### src/rtl/bf_pkg.sv
// Shared brainfuck definitions: opcodes, upload FSM encoding, error codes and decoder payload.
package bf_pkg;

  localparam int unsigned OPC_W    = 4;
  localparam int unsigned ERR_W    = 2;
  localparam int unsigned CHAR_W   = 8;

  localparam logic [OPC_W-1:0] OP_HALT    = 4'd0;
  localparam logic [OPC_W-1:0] OP_INC_PTR = 4'd1;
  localparam logic [OPC_W-1:0] OP_DEC_PTR = 4'd2;
  localparam logic [OPC_W-1:0] OP_INC     = 4'd3;
  localparam logic [OPC_W-1:0] OP_DEC     = 4'd4;
  localparam logic [OPC_W-1:0] OP_OUT     = 4'd5;
  localparam logic [OPC_W-1:0] OP_IN      = 4'd6;
  localparam logic [OPC_W-1:0] OP_JZ      = 4'd7;
  localparam logic [OPC_W-1:0] OP_JNZ     = 4'd8;

  localparam logic [ERR_W-1:0] ERR_NONE     = 2'd0;
  localparam logic [ERR_W-1:0] ERR_UNM_CLOSE = 2'd1;
  localparam logic [ERR_W-1:0] ERR_UNM_OPEN  = 2'd2;
  localparam logic [ERR_W-1:0] ERR_TOO_LONG  = 2'd3;

  typedef enum logic [2:0] {
    ST_IDLE  = 3'd0,
    ST_LOAD  = 3'd1,
    ST_TERM  = 3'd2,
    ST_DONE  = 3'd3,
    ST_ERROR = 3'd4
  } upload_state_e;

  typedef struct packed {
    logic             is_op;
    logic [OPC_W-1:0] opcode;
  } bf_dec_t;

endpackage

### src/rtl/bf_char_decoder.sv
// ASCII to brainfuck opcode decoder; non-op characters report is_op=0 and OP_HALT.
module bf_char_decoder
  import bf_pkg::*;
(
  input  logic [CHAR_W-1:0] char_i,
  output bf_dec_t           dec_o
);

  always_comb begin
    dec_o = '{is_op: 1'b1, opcode: OP_HALT};
    case (char_i)
      8'h3E:   dec_o.opcode = OP_INC_PTR; // '>'
      8'h3C:   dec_o.opcode = OP_DEC_PTR; // '<'
      8'h2B:   dec_o.opcode = OP_INC;     // '+'
      8'h2D:   dec_o.opcode = OP_DEC;     // '-'
      8'h2E:   dec_o.opcode = OP_OUT;     // '.'
      8'h2C:   dec_o.opcode = OP_IN;      // ','
      8'h5B:   dec_o.opcode = OP_JZ;      // '['
      8'h5D:   dec_o.opcode = OP_JNZ;     // ']'
      default: dec_o.is_op  = 1'b0;
    endcase
  end

endmodule

### src/rtl/bf_upload_ctrl.sv
// Program upload sequencer: filters the host byte stream to ops, writes opcodes to program
// memory, checks bracket balance and terminates the image with HALT.
module bf_upload_ctrl
  import bf_pkg::*;
#(
  parameter int unsigned       ADDR_W    = 10,
  parameter int unsigned       DEPTH_W   = 8,
  parameter logic [CHAR_W-1:0] TERM_CHAR = 8'h21
) (
  input  logic              clk,
  input  logic              rst,
  input  logic              start,
  input  logic              abort,
  input  logic [CHAR_W-1:0] rx_data,
  input  logic              rx_valid,
  output logic              rx_ready,
  output logic              mem_we,
  output logic [ADDR_W-1:0] mem_addr,
  output logic [OPC_W-1:0]  mem_wdata,
  output logic              busy,
  output logic              done,
  output logic              error,
  output logic [ERR_W-1:0]  err_code,
  output logic [ADDR_W-1:0] prog_len
);

  localparam logic [ADDR_W-1:0]  ADDR_MAX  = '1;
  localparam logic [DEPTH_W-1:0] DEPTH_MAX = '1;

  upload_state_e      state_q, state_d;
  logic [ADDR_W-1:0]  addr_q, addr_d;
  logic [DEPTH_W-1:0] depth_q, depth_d;
  logic [ADDR_W-1:0]  prog_len_q, prog_len_d;
  logic [ERR_W-1:0]   err_code_q, err_code_d;
  logic               mem_we_q, mem_we_d;
  logic [ADDR_W-1:0]  mem_addr_q, mem_addr_d;
  logic [OPC_W-1:0]   mem_wdata_q, mem_wdata_d;
  logic               busy_q, busy_d;
  logic               done_q, done_d;
  logic               error_q, error_d;

  bf_dec_t dec;
  logic    accept;

  bf_char_decoder u_dec (
    .char_i (rx_data),
    .dec_o  (dec)
  );

  assign accept = rx_valid && (state_q == ST_LOAD);

  // Next-state, counter and write-register logic
  always_comb begin
    state_d     = state_q;
    addr_d      = addr_q;
    depth_d     = depth_q;
    prog_len_d  = prog_len_q;
    err_code_d  = err_code_q;
    mem_we_d    = 1'b0;
    mem_addr_d  = mem_addr_q;
    mem_wdata_d = mem_wdata_q;

    if (abort) begin
      state_d = ST_IDLE;
    end else begin
      case (state_q)
        ST_IDLE, ST_DONE, ST_ERROR: begin
          if (start) begin
            state_d    = ST_LOAD;
            addr_d     = '0;
            depth_d    = '0;
            prog_len_d = '0;
            err_code_d = ERR_NONE;
          end
        end
        ST_LOAD: begin
          if (accept) begin
            if (dec.is_op) begin
              // Last word stays free for HALT; bracket checks fire before depth can wrap
              if (addr_q == ADDR_MAX) begin
                state_d    = ST_ERROR;
                err_code_d = ERR_TOO_LONG;
              end else if (dec.opcode == OP_JZ && depth_q == DEPTH_MAX) begin
                state_d    = ST_ERROR;
                err_code_d = ERR_UNM_OPEN;
              end else if (dec.opcode == OP_JNZ && depth_q == '0) begin
                state_d    = ST_ERROR;
                err_code_d = ERR_UNM_CLOSE;
              end else begin
                mem_we_d    = 1'b1;
                mem_addr_d  = addr_q;
                mem_wdata_d = dec.opcode;
                addr_d      = addr_q + ADDR_W'(1);
                prog_len_d  = prog_len_q + ADDR_W'(1);
                if (dec.opcode == OP_JZ) begin
                  depth_d = depth_q + DEPTH_W'(1);
                end else if (dec.opcode == OP_JNZ) begin
                  depth_d = depth_q - DEPTH_W'(1);
                end
              end
            end else if (rx_data == TERM_CHAR) begin
              state_d = ST_TERM;
            end
          end
        end
        ST_TERM: begin
          if (depth_q != '0) begin
            state_d    = ST_ERROR;
            err_code_d = ERR_UNM_OPEN;
          end else begin
            state_d     = ST_DONE;
            mem_we_d    = 1'b1;
            mem_addr_d  = addr_q;
            mem_wdata_d = OP_HALT;
          end
        end
        default: state_d = ST_IDLE;
      endcase
    end

    busy_d  = (state_d == ST_LOAD) || (state_d == ST_TERM);
    done_d  = (state_d == ST_DONE);
    error_d = (state_d == ST_ERROR);
  end

  always_ff @(posedge clk) begin
    if (rst) begin
      state_q     <= ST_IDLE;
      addr_q      <= '0;
      depth_q     <= '0;
      prog_len_q  <= '0;
      err_code_q  <= ERR_NONE;
      mem_we_q    <= 1'b0;
      mem_addr_q  <= '0;
      mem_wdata_q <= '0;
      busy_q      <= 1'b0;
      done_q      <= 1'b0;
      error_q     <= 1'b0;
    end else begin
      state_q     <= state_d;
      addr_q      <= addr_d;
      depth_q     <= depth_d;
      prog_len_q  <= prog_len_d;
      err_code_q  <= err_code_d;
      mem_we_q    <= mem_we_d;
      mem_addr_q  <= mem_addr_d;
      mem_wdata_q <= mem_wdata_d;
      busy_q      <= busy_d;
      done_q      <= done_d;
      error_q     <= error_d;
    end
  end

  assign rx_ready  = (state_q == ST_LOAD);
  assign mem_we    = mem_we_q;
  assign mem_addr  = mem_addr_q;
  assign mem_wdata = mem_wdata_q;
  assign busy      = busy_q;
  assign done      = done_q;
  assign error     = error_q;
  assign err_code  = err_code_q;
  assign prog_len  = prog_len_q;

endmodule

### config.mk
export PLATFORM = sky130hd
export DESIGN_NAME = bf_upload_ctrl
export DESIGN_NICKNAME = d
export VERILOG_FILES = /design/src/rtl/bf_pkg.sv /design/src/rtl/bf_char_decoder.sv /design/src/rtl/bf_upload_ctrl.sv
export SDC_FILE = /design/constraint.sdc
export NUM_CORES = 1
export LEC_CHECK = 0
export BUFFER_PORTS_ARGS = -buffer_cell sky130_fd_sc_hd__buf_4
export CAP_MARGIN = 20
export CORE_ASPECT_RATIO = 0.8
export CORE_MARGIN = 1
export CORE_UTILIZATION = 30
export CTS_BUF_LIST = sky130_fd_sc_hd__clkbuf_8
export DETAILED_ROUTE_END_ITERATION = 10
export PLACE_DENSITY = 0.44
export SLEW_MARGIN = 20
export SYNTH_ARGS = -nofsm -noshare
export SYNTH_HDL_FRONTEND = slang
export SYNTH_HIERARCHICAL = 1
export SYNTH_SLANG_ARGS = --single-unit
### constraint.sdc
create_clock -name clk -period 3.6 [get_ports clk]
set_clock_uncertainty 0.15 [all_clocks]
set_input_delay 0.36 -clock clk [delete_from_list [all_inputs] [get_ports clk]]
set_output_delay 0.36 -clock clk [all_outputs]
set_load 0.01 [all_outputs]
# ---- Word level (Yosys, flattened, before mapping)
# Cells that the tools add are included.
dict set report word_totals {
  regBits 51
  in_bits 13
  elab_cells 127
}
dict set report classes {
  add_sub_neg 4
  eq_ne 31
  mux 63
  bitwise 1
  n_reduce_logical 17
}
# cell n
set ops {}
lappend ops {{two-way mux 10 bit} 17}
lappend ops {{two-way mux 8 bit} 8}
lappend ops {{case mux 10 bit (2 select lines)} 3}
lappend ops {{== test 8 x 6 -> 1 bit (second input constant)} 7}
lappend ops {{case mux 4 bit (8 select lines)} 1}
lappend ops {{two-way mux 3 bit} 9}
lappend ops {{two-way mux 4 bit} 6}
lappend ops {{adder 10 x 1 -> 10 bit (second input constant)} 2}
lappend ops {{== test 8 x 7 -> 1 bit (second input constant)} 2}
lappend ops {{case mux 8 bit (2 select lines)} 1}
lappend ops {{AND reduction 8 bit} 2}
lappend ops {{two-way mux 2 bit} 7}
lappend ops {{== test 3 x 2 -> 1 bit (second input constant)} 4}
lappend ops {{!= test 2 bit (second input constant)} 6}
lappend ops {{== test 10 bit (second input constant)} 1}
lappend ops {{case mux 3 bit (3 select lines)} 1}
lappend ops {{AND reduction 9 bit} 1}
lappend ops {{adder 8 x 1 -> 8 bit (second input constant)} 1}
lappend ops {{== test 8 bit (second input constant)} 1}
lappend ops {{zero test 8 bit} 1}
lappend ops {{case mux 4 bit (2 select lines)} 1}
lappend ops {{nonzero test 8 bit} 1}
lappend ops {{OR reduction 8 bit} 1}
lappend ops {{subtractor 8 x 1 -> 8 bit (second input constant)} 1}
lappend ops {{other kinds (19)} 31}

# ---- Depth between registers and ports, before layout
# Gate-level depths: netlist (run 1).
dict set report depth {
  ltp_word 13
  ltp_mapped 12
}

# ---- Hierarchy
# Netlist (run 1), hierarchy kept.
# module instances cells_each area_each_um2 seq_area_each_um2
set by_module_without_submodules {}
lappend by_module_without_submodules {bf_upload_ctrl 1 323 2758.9 1021.0}
lappend by_module_without_submodules {bf_char_decoder 1 20 165.2 0.0}

# ---- Least setup slack after synthesis (run 1)
# Ideal clock, no wire load.
dict set report synth_timing {
  kind {input to register}
  from {input rx_data[0]}
  to {register depth_q[7]}
  setup_time_ns 0.074
  t_arrival_ns 2.855
  path_slack_ns 0.521
  stages 11
  path_buffers 0
  cell_sequence {nor4b_1 nand2_1 o21ai_0 nand4b_1 ha_1 a21oi_1 o2111ai_1 a21oi_1 xnor2_1 or3b_2 a31oi_1}
}
# element line_no
set synth_lines {}
lappend synth_lines {{start, declared} bf_upload_ctrl.sv:14} ;# input logic [CHAR_W-1:0] rx_data,
lappend synth_lines {{end signal, assigned} bf_upload_ctrl.sv:142} ;# depth_q <= depth_d;
lappend synth_lines {{end, declared} bf_upload_ctrl.sv:32} ;# logic [DEPTH_W-1:0] depth_q, depth_d;

==> results of run 1 <==
## power groups by stage
stage / registers (mW) / clock network, mW / logic [mW]
5_1_grt: 0.576 / 0.399 / 0.128
2_1_floorplan: 0.588 / 0 / 0.0685
3_3_place_gp: 0.588 / 0 / 0.116
4_1_cts: 0.575 / 0.380 / 0.116
6_report: 0.575 / 0.358 / 0.115
3_5_place_dp: 0.588 / 0 / 0.115
## path summary, 6_finish.rpt
path / slack [ns] / end / depth (start not counted) / startpoint
worst max-delay path: 0.35 / mem_addr[8] / 10 / rx_data[0]
worst min-delay path: 0.26 / busy / 3 / rx_valid
worst max register to register: 0.54 / prog_len[3] / 7 / addr_q[0]
worst min register to register: 0.34 / mem_wdata[1] / 2 / mem_wdata[1]
## cells in the mapped netlist (3+ instances only)
cell	count	area (µm²)
a21oi_1	23	115
and2_1	6	37.5
and3_1	8	50.1
buf_6	3	33.8
clkbuf_1	7	26.3
dfxtp_1	51	1020
ha_1	8	100
inv_1	10	37.5
mux2i_1	11	110
nand2_1	24	90.1
nand2b_1	5	31.3
nand3_1	17	85.1
nand4_1	14	87.6
nor2_1	36	135
nor2b_1	7	43.8
nor3_1	6	30.0
nor3b_1	3	22.5
nor4_1	5	31.3
o211ai_1	3	22.5
o21a_1	3	22.5
o21ai_0	15	75.1
o31ai_1	3	22.5
or3_1	4	25.0
or4_1	5	37.5
xnor2_1	4	35.0
xor2_1	10	87.6
## final cells by class
cell class	instances	share of cell area, %
Multi-Input combinational cell	267	50.4
Sequential cell	51	29.5
Timing Repair Buffer	53	11.5
Tap cell	115	4.15
Clock buffer	6	2.38
Inverter	12	1.66
Clock inverter	2	0.469
## layer usage
metal / global-route usage, % / wire, µm / vias to the layer above
li1: - / - / 1357
met1: 24.0 / 4160 / 1216
met2: 21.7 / 2990 / 44
met3: 2.55 / 211 / 5
met4: 3.00 / 59 / 0
met5: 0 / 0 / -
## cells by family after synthesis
logic type	Yosys count	share of synthesized area (%)
simple gates	162	31.8
compound gates	71	15.9
flops	51	34.9
buf+inv	25	5.35
xor+xnor	14	4.19
mux	11	3.77
fa+ha+maj	9	4.11
## critical path: stages
cell	delay, ns
buf_4	0.13
nor4b_1	0.32
nand2_1	0.15
o21ai_0	0.34
or4b_4	0.23
o31ai_2	0.08
or4b_1	0.54
a21oi_2	0.80
mux2i_1	0.27
nor2_1	0.05
## state kept, by name, summed over array words and instances (netlist names)
signal	cells
err_code	2
depth_q	8
mem_addr	10
error	1
state_q	3
addr_q	10
mem_wdata	4
busy	1
done	1
mem_we	1
prog_len	10
==> reports/results.tsv, run 1 <==
stage	metric	value	unit
cts	clockRootBuffer	clkbuf_8	
power	power	1.05	mW
route	drc	0	
cts	ctsHoldBuffers	0	
worst_setup_path	crit_required	3.63	ns
synthesis	syn_inst	343	
power	internal-power	0.773	mW
floorplanning	start_util	31.5	%
grt	grt_overflow	0	
synthesis	synth_ff_type	dfxtp_1	
placement	dpl_worst_slack	0.00167	ns
finish	seq_area	1020	µm²
synthesis	syn_area	2920	µm²
finish	finish.utilization	37.4	%
grt	grt_max_degree	33	
worst_setup_path	end_kind	flop	
finish	design_area	3470	µm²
grt	antenna_found_initial	0	
synthesis	syn_area_per_cell	8.52	µm²
cts	clk_pin_slew	0.09	ns
placement	placed_cell_area	3370	µm²
sta	maxSlewViolCount	0	
power	power_frac_clock	34.2	%
synthesis	yosys_warnings	6	
placement	portBuffers	43	
worst_setup_path	crit_type	in -> reg	
power	p_per_area	302	nW/µm²
sta	hold_viol	0	
synthesis	syn-num-nets	365	
synthesis	seq_area_frac_synth	34.9	%
power	peakVddDrop	154	µV
grt	grt_pass1_vias	2404	
floorplanning	die_h	90.3	µm
floorplanning	ios	44	
worst_setup_path	cp-start-kind	primary input	
placement	dp_hpwl	5560	µm
finish	drive_gt1_share	19.9	%
power	seqPwrFrac	54.9	%
sta	holdWs	0.257	ns
floorplanning	core_area	9270	µm²
finish	area_growth	18.5	%
sta	min_period	3.25	ns
synthesis	synth-edff-count	0	
finish	multiInputGateArea	1750	µm²
power	p_leak	1.34	nW
cts	cts_resized	0	
power	switching_share	26.2	%
power	pwr-share-comb	10.9	%
synthesis	synth-seq-cells	51	
power	switchingPower	0.275	mW
route	postRouteAntennaNets	0	
floorplanning	die_x	112	µm
cts	cts_num_sinks	51	
cts	tritoncts	built	
finish	layout.nets	412	
sta	rsz0062_at_grt	no	
grt	grt_pass1_wl	12600	µm
synthesis	synth.distinct_cells	69	
worst_hold_path	hp-class	in -> reg	
job	cap_viol_max_count	0	
worst_setup_path	cp.arrival	3.29	ns
worst_setup_path	worstPathMaxFanout	18	
finish	final_common_cell	buf_4	
floorplanning	rows	31	
route	vias	2622	
placement	dp.cells	498	
cts	ctsHtreeMaxLevel	2	
finish	num_antenna_cells	0	
route	via_per_inst	5.18	
route	first_pass_iters	4	
cts	cts_setup_buffers	0	
finish	fillers	969	
grt	grt_usage	15.4	%
outcome	outcome	completed	
route	wl_per_cell	14.7	µm
sta	fin_setup_tns	0	ns
sta	tightest_slew	1.05	ns
sta	clock.fmax	308	MHz
cts	clock_latency	0.31	ns
sta	fin_ws	0.349	ns
floorplanning	dieArea	10100	µm²
sta	relSlewSlack	30.1	%
synthesis	async_flop_share	0	%
sta	finalCritPeriodShare	90.3	%
finish	layout_common_cells	buf_4 (53), dfxtp_1 (51), nor2_1 (36)	
cts	clockBufferDepth	2	
route	routed_wl	7420	µm
route	drt-initial-drc-count	109	
sta	setup_viol	0	
finish	stdcell_count	506	
placement	gp_congestion	0.774	
cts	cts_buffers	5	
Power figures use the tool's default switching activity.
==> inputs of run 2 (changes only) <==
- CORE_UTILIZATION: 30 -> 59
- PLACE_DENSITY: 0.44 -> 0.79
==> run 2 against run 1 <==
Combinational power is essentially flat. Critical path type unchanged. First-iteration DRC count grew to 2.5 times the previous value. Sequential share of layout area grew 0.66 points. Worst setup slack got worse by 0.073 ns. Power shrank 0.57%. Highest routed layer unchanged.
==> reports/results.tsv, run 2 (same netlist as run 1, synthesis figures left out) <==
stage	metric	value	unit	change
finish	num_antenna_cells	0		unchanged
job	cap_viol_max_count	0		unchanged
power	p_per_area	307	nW/µm²	+1.7%
floorplanning	dieArea	5240	µm²	-48%
power	switchingPower	0.271	mW	-1.4%
grt	grt_pass1_vias	2387		-0.71%
route	vias	2720		+3.7%
sta	relSlewSlack	29.7	%	-0.38 points
finish	layout_common_cells	buf_4 (52), dfxtp_1 (51), nor2_1 (36)		
sta	rsz0062_at_grt	no		
worst_setup_path	crit_required	3.69	ns	+0.06 ns
route	via_per_inst	6.04		+17%
finish	design_area	3390	µm²	-2.2%
power	p_leak	1.34	nW	-0.53%
power	internal-power	0.771	mW	-0.28%
sta	tightest_slew	1.05	ns	+0.00569 ns
floorplanning	core_area	4680	µm²	-50%
cts	clock_latency	0.31	ns	about the same
finish	final_common_cell	buf_4		
cts	cts_buffers	5		unchanged
route	wl_per_cell	15.5	µm	+5.5%
sta	finalCritPeriodShare	92.3	%	+2.0 points
worst_hold_path	worstHoldStart	rx_valid		
sta	fin_ws	0.277	ns	-0.0727 ns
sta	clock.fmax	301	MHz	-2.2%
route	first_pass_iters	5		+1
power	peakVddDrop	277	µV	+80%
outcome	outcome	completed		
route	postRouteAntennaNets	0		unchanged
sta	setup_viol	0		unchanged
grt	grt_pass1_wl	11600	µm	-8.0%
cts	ctsHtreeMaxLevel	2		unchanged
floorplanning	ios	44		unchanged
grt	grt_usage	28.5	%	+13 points
power	switching_share	26.0	%	-0.21 points
worst_setup_path	crit_type	in -> reg		
placement	dp_hpwl	5110	µm	-8.2%
placement	portBuffers	43		unchanged
worst_setup_path	end_kind	flop		
sta	min_period	3.32	ns	+0.0727 ns
cts	cts_resized	0		unchanged
power	seqPwrFrac	55.3	%	+0.4 points
power	power_frac_clock	34.0	%	-0.2 points
sta	fin_setup_tns	0	ns	unchanged
power	power	1.04	mW	-0.57%
grt	grt_overflow	0		unchanged
placement	gp_congestion	0.891		+15%
cts	clockRootBuffer	clkbuf_8		
floorplanning	start_util	62.5	%	+31 points
grt	antenna_found_initial	0		unchanged
cts	cts_setup_buffers	0		unchanged
worst_setup_path	cp-start-kind	primary input		
worst_setup_path	worstPathMaxFanout	6		-12
cts	clk_pin_slew	0.10	ns	about the same
route	drt-initial-drc-count	276		+150%
sta	maxSlewViolCount	0		unchanged
route	drc	0		unchanged
placement	placed_cell_area	3280	µm²	-2.7%
finish	finish.utilization	72.4	%	+35 points
finish	layout.nets	411		-0.24%
floorplanning	die_h	65.0	µm	-28%
grt	grt_max_degree	33		unchanged
floorplanning	die_x	80.7	µm	-28%
cts	cts_num_sinks	51		unchanged
worst_hold_path	hp-class	in -> reg		
worst_setup_path	r2r-start	state_q[0]		
route	routed_wl	6960	µm	-6.2%
power	pwr-share-comb	10.8	%	about the same
placement	dpl_worst_slack	-0.0581	ns	-0.0598 ns
sta	hold_viol	0		unchanged
worst_setup_path	startpoint	rx_data[0]		
cts	tritoncts	built		
floorplanning	rows	22		-29%
finish	drive_gt1_share	19.7	%	-0.21 points
cts	clockBufferDepth	2		unchanged
finish	area_growth	15.9	%	
cts	ctsHoldBuffers	0		unchanged
worst_setup_path	cp.arrival	3.42	ns	+0.13 ns
run 2: final timing paths:
path,end,slack (ns),cells past startpoint
min,busy,0.24,3
max reg2reg,mem_addr[4],0.30,8
min reg2reg,prog_len[9],0.34,2
max,depth_q[7],0.28,13
run 2: layout make-up:
class                   instances  area [µm²]
clock inverters                 2        16.3
fillers                       379        1290
multi-input cells             267        1750
well taps                      60        75.1
repair buffers                 52         390
clock buffers                   6        82.6
inverters                      12        57.6
flip-flops and latches         51        1020
run 2: metal layers:
layer | up-vias | wire length, µm | GRT usage (%)
met5 | - | 0 | 0
met2 | 107 | 2990 | 43.0
li1 | 1358 | - | -
met1 | 1244 | 3430 | 41.6
met4 | 0 | 84 | 7.59
met3 | 11 | 460 | 4.65
run 2: per-stage QoR:
step,hold slack [ns],cells
after floorplan,0.307,343
after global placement,0.317,440
after detailed placement,0.330,440
after CTS,0.233,448
after global routing,0.249,450
final,0.236,450
run 2: worst max-delay path: stages:
cell and delay [ns]:
buf_4 0.13, nor4b_1 0.31, nand2_1 0.15, o21ai_0 0.35, nand4b_1 0.30, buf_4 0.25
ha_1 0.34, nand3_1 0.12, o2111ai_1 0.23, a21oi_1 0.13, xnor2_1 0.15, or3b_2 0.44
a31oi_1 0.16
run 2: power groups by stage:
stage | logic, mW | registers [mW] | clock network [mW]
final | 0.112 | 0.576 | 0.354
after global routing | 0.123 | 0.577 | 0.381
after CTS | 0.110 | 0.576 | 0.359
after detailed placement | 0.110 | 0.589 | 0
after global placement | 0.108 | 0.589 | 0
after floorplan | 0.0685 | 0.588 | 0
==> inputs of run 3 (changes only) <==
- CORE_UTILIZATION: 59 -> 57
- CTS_BUF_LIST: sky130_fd_sc_hd__clkbuf_8 -> default
- PLACE_DENSITY: 0.79 -> 0.77
==> run 3 against run 2 <==
Count of clock-buffer cells in the layout is 1 lower. Critical path depth is 1 lower. Non-clock buffer count is 2 lower. Utilization is 1.4 points lower. Highest routed layer unchanged. Fmax is 2.0% lower. Sequential share of layout area is 0.067 points higher. Combinational power hardly changed. Largest cell class unchanged. Critical endpoint unchanged. Global-route usage is 0.78 points lower. First-iteration DRC count is 28% lower. Power is 3.8% higher. Via count is 0.70% higher.
==> reports/results.tsv, run 3 (same netlist as run 1, synthesis figures left out) <==
stage	metric	value	unit	change
cts	cts_num_sinks	51		unchanged
sta	maxSlewViolCount	0		unchanged
worst_hold_path	hold_depth	3		unchanged
sta	setup_viol	0		unchanged
floorplanning	core_area	4760	µm²	+1.8%
job	cap_viol_max_count	0		unchanged
route	routed_wl	6770	µm	-2.8%
cts	clockRootBuffer	clkbuf_8		
cts	cts_resized	0		unchanged
power	p_per_area	320	nW/µm²	+4.1%
sta	hold_viol	0		unchanged
worst_setup_path	r2r-start	state_q[0]		
sta	finalCritPeriodShare	94.2	%	+1.9 points
cts	cts_setup_buffers	0		unchanged
outcome	outcome	completed		
placement	portBuffers	43		unchanged
floorplanning	dieArea	5420	µm²	+3.4%
worst_setup_path	rr_endpoint	mem_addr[6]		
finish	layout.nets	409		-0.49%
worst_setup_path	cp.arrival	3.49	ns	+0.07 ns
floorplanning	die_h	66.1	µm	+1.7%
worst_setup_path	cp-start-kind	primary input		
placement	dp_hpwl	4950	µm	-3.1%
placement	dp.cells	440		unchanged
worst_setup_path	ff2ff_setup_slack	0.39	ns	+0.09 ns
worst_setup_path	reg2reg_depth	8		unchanged
floorplanning	start_util	61.4	%	-1.1 points
sta	min_period	3.39	ns	+0.0666 ns
floorplanning	rows	22		unchanged
grt	grt_overflow	0		unchanged
worst_setup_path	end_kind	flop		
floorplanning	die_x	82.1	µm	+1.7%
route	drt-initial-drc-count	200		-28%
worst_setup_path	startpoint	rx_data[0]		
route	drc	0		unchanged
route	postRouteAntennaNets	0		unchanged
power	p_leak	1.33	nW	-0.41%
finish	final_common_cell	dfxtp_1		
finish	drive_gt1_share	19.1	%	-0.62 points
floorplanning	ios	44		unchanged
cts	clk_pin_slew	0.09	ns	about the same
route	via_per_inst	6.13		+1.4%
cts	ctsHtreeMaxLevel	2		unchanged
finish	num_antenna_cells	0		unchanged
sta	fin_setup_tns	0	ns	unchanged
finish	fillers	392		+3.4%
route	vias	2739		+0.70%
route	first_pass_iters	4		-1
sta	holdWs	0.224	ns	-0.0113 ns
finish	area_growth	15.7	%	
cts	ctsHoldBuffers	0		unchanged
cts	tritoncts	built		
cts	cts_buffers	5		unchanged
grt	antenna_found_initial	0		unchanged
worst_setup_path	crit_type	in -> reg		
sta	rsz0062_at_grt	no		
placement	gp_congestion	0.870		-2.4%
grt	grt_pass1_vias	2401		+0.59%
grt	grt_max_degree	33		unchanged
route	wl_per_cell	15.1	µm	-2.2%
finish	finish.utilization	71.0	%	-1.4 points
cts	clockBufferDepth	2		unchanged
worst_hold_path	whs_endpoint	busy		
worst_hold_path	hp-class	in -> reg		
sta	relSlewSlack	31.5	%	+1.8 points
placement	placed_cell_area	3280	µm²	unchanged
worst_setup_path	worstPathMaxFanout	10		+4
sta	clock.fmax	295	MHz	-2.0%
finish	stdcell_count	447		-0.67%
grt	grt_usage	27.7	%	-0.78 points
power	peakVddDrop	228	µV	-18%
worst_setup_path	crit_required	3.70	ns	about the same
finish	design_area	3380	µm²	-0.22%
cts	clock_latency	0.31	ns	about the same
finish	layout_common_cells	dfxtp_1 (51), buf_4 (50), nor2_1 (36)		
worst_hold_path	worstHoldStart	rx_valid		
sta	tightest_slew	1.03	ns	-0.0267 ns
grt	grt_pass1_wl	11500	µm	-0.78%
-- run 3: metal layers --
metal  global-route usage, %  share of wire [%]
met3                    6.76                7.8
met4                    7.89               0.87
met2                    39.8                 43
met5                       0                  0
met1                    40.4                 48
-- run 3: critical path, stage by stage --
cell	delay, ns
buf_4	0.13
nor4b_1	0.34
nand2_1	0.15
o21ai_0	0.32
nand4b_1	0.45
ha_1	0.54
nand3_1	0.14
o2111ai_1	0.20
a21oi_1	0.11
xnor2_1	0.15
or3b_2	0.44
a31oi_1	0.16
-- run 3: how the worst max path moves through the flow --
stage / slack [ns] / depth (start not counted) / endpoint
3_3_place_gp: 0.15 / 12 / depth_q[7]
4_1_cts: 0.30 / 12 / depth_q[7]
6_report: 0.21 / 12 / depth_q[7]
2_1_floorplan: 0.52 / 11 / depth_q[7]
5_1_grt: 0.03 / 12 / depth_q[7]
3_5_place_dp: -0.03 / 12 / depth_q[7]
-- run 3: per-stage QoR --
| stage | power [mW] | setup WS [ns] |
|---|---|---|
| floorplan | 0.657 | 0.521 |
| global placement | 0.696 | 0.153 |
| detailed placement | 0.698 | -0.0265 |
| CTS | 1.09 | 0.303 |
| global route | 1.12 | 0.0269 |
| finish | 1.08 | 0.210 |
-- run 3: power by group --
part	internal [mW]	switching, mW
Clock	0.203	0.192
Sequential	0.569	0.00632
Combinational	0.0449	0.0665
Total	0.817	0.265
-- run 3: cell type report --
cell class                 count  area [µm²]  share of cell area, %
clock buffer                   5        68.8                   2.03
timing repair buffer          50         375                   11.1
inverter                      12        57.6                   1.70
clock inverter                 2        37.5                   1.11
multi-input combinational    267        1750                   51.6
tap                           60        75.1                   2.22
sequential                    51        1020                   30.2
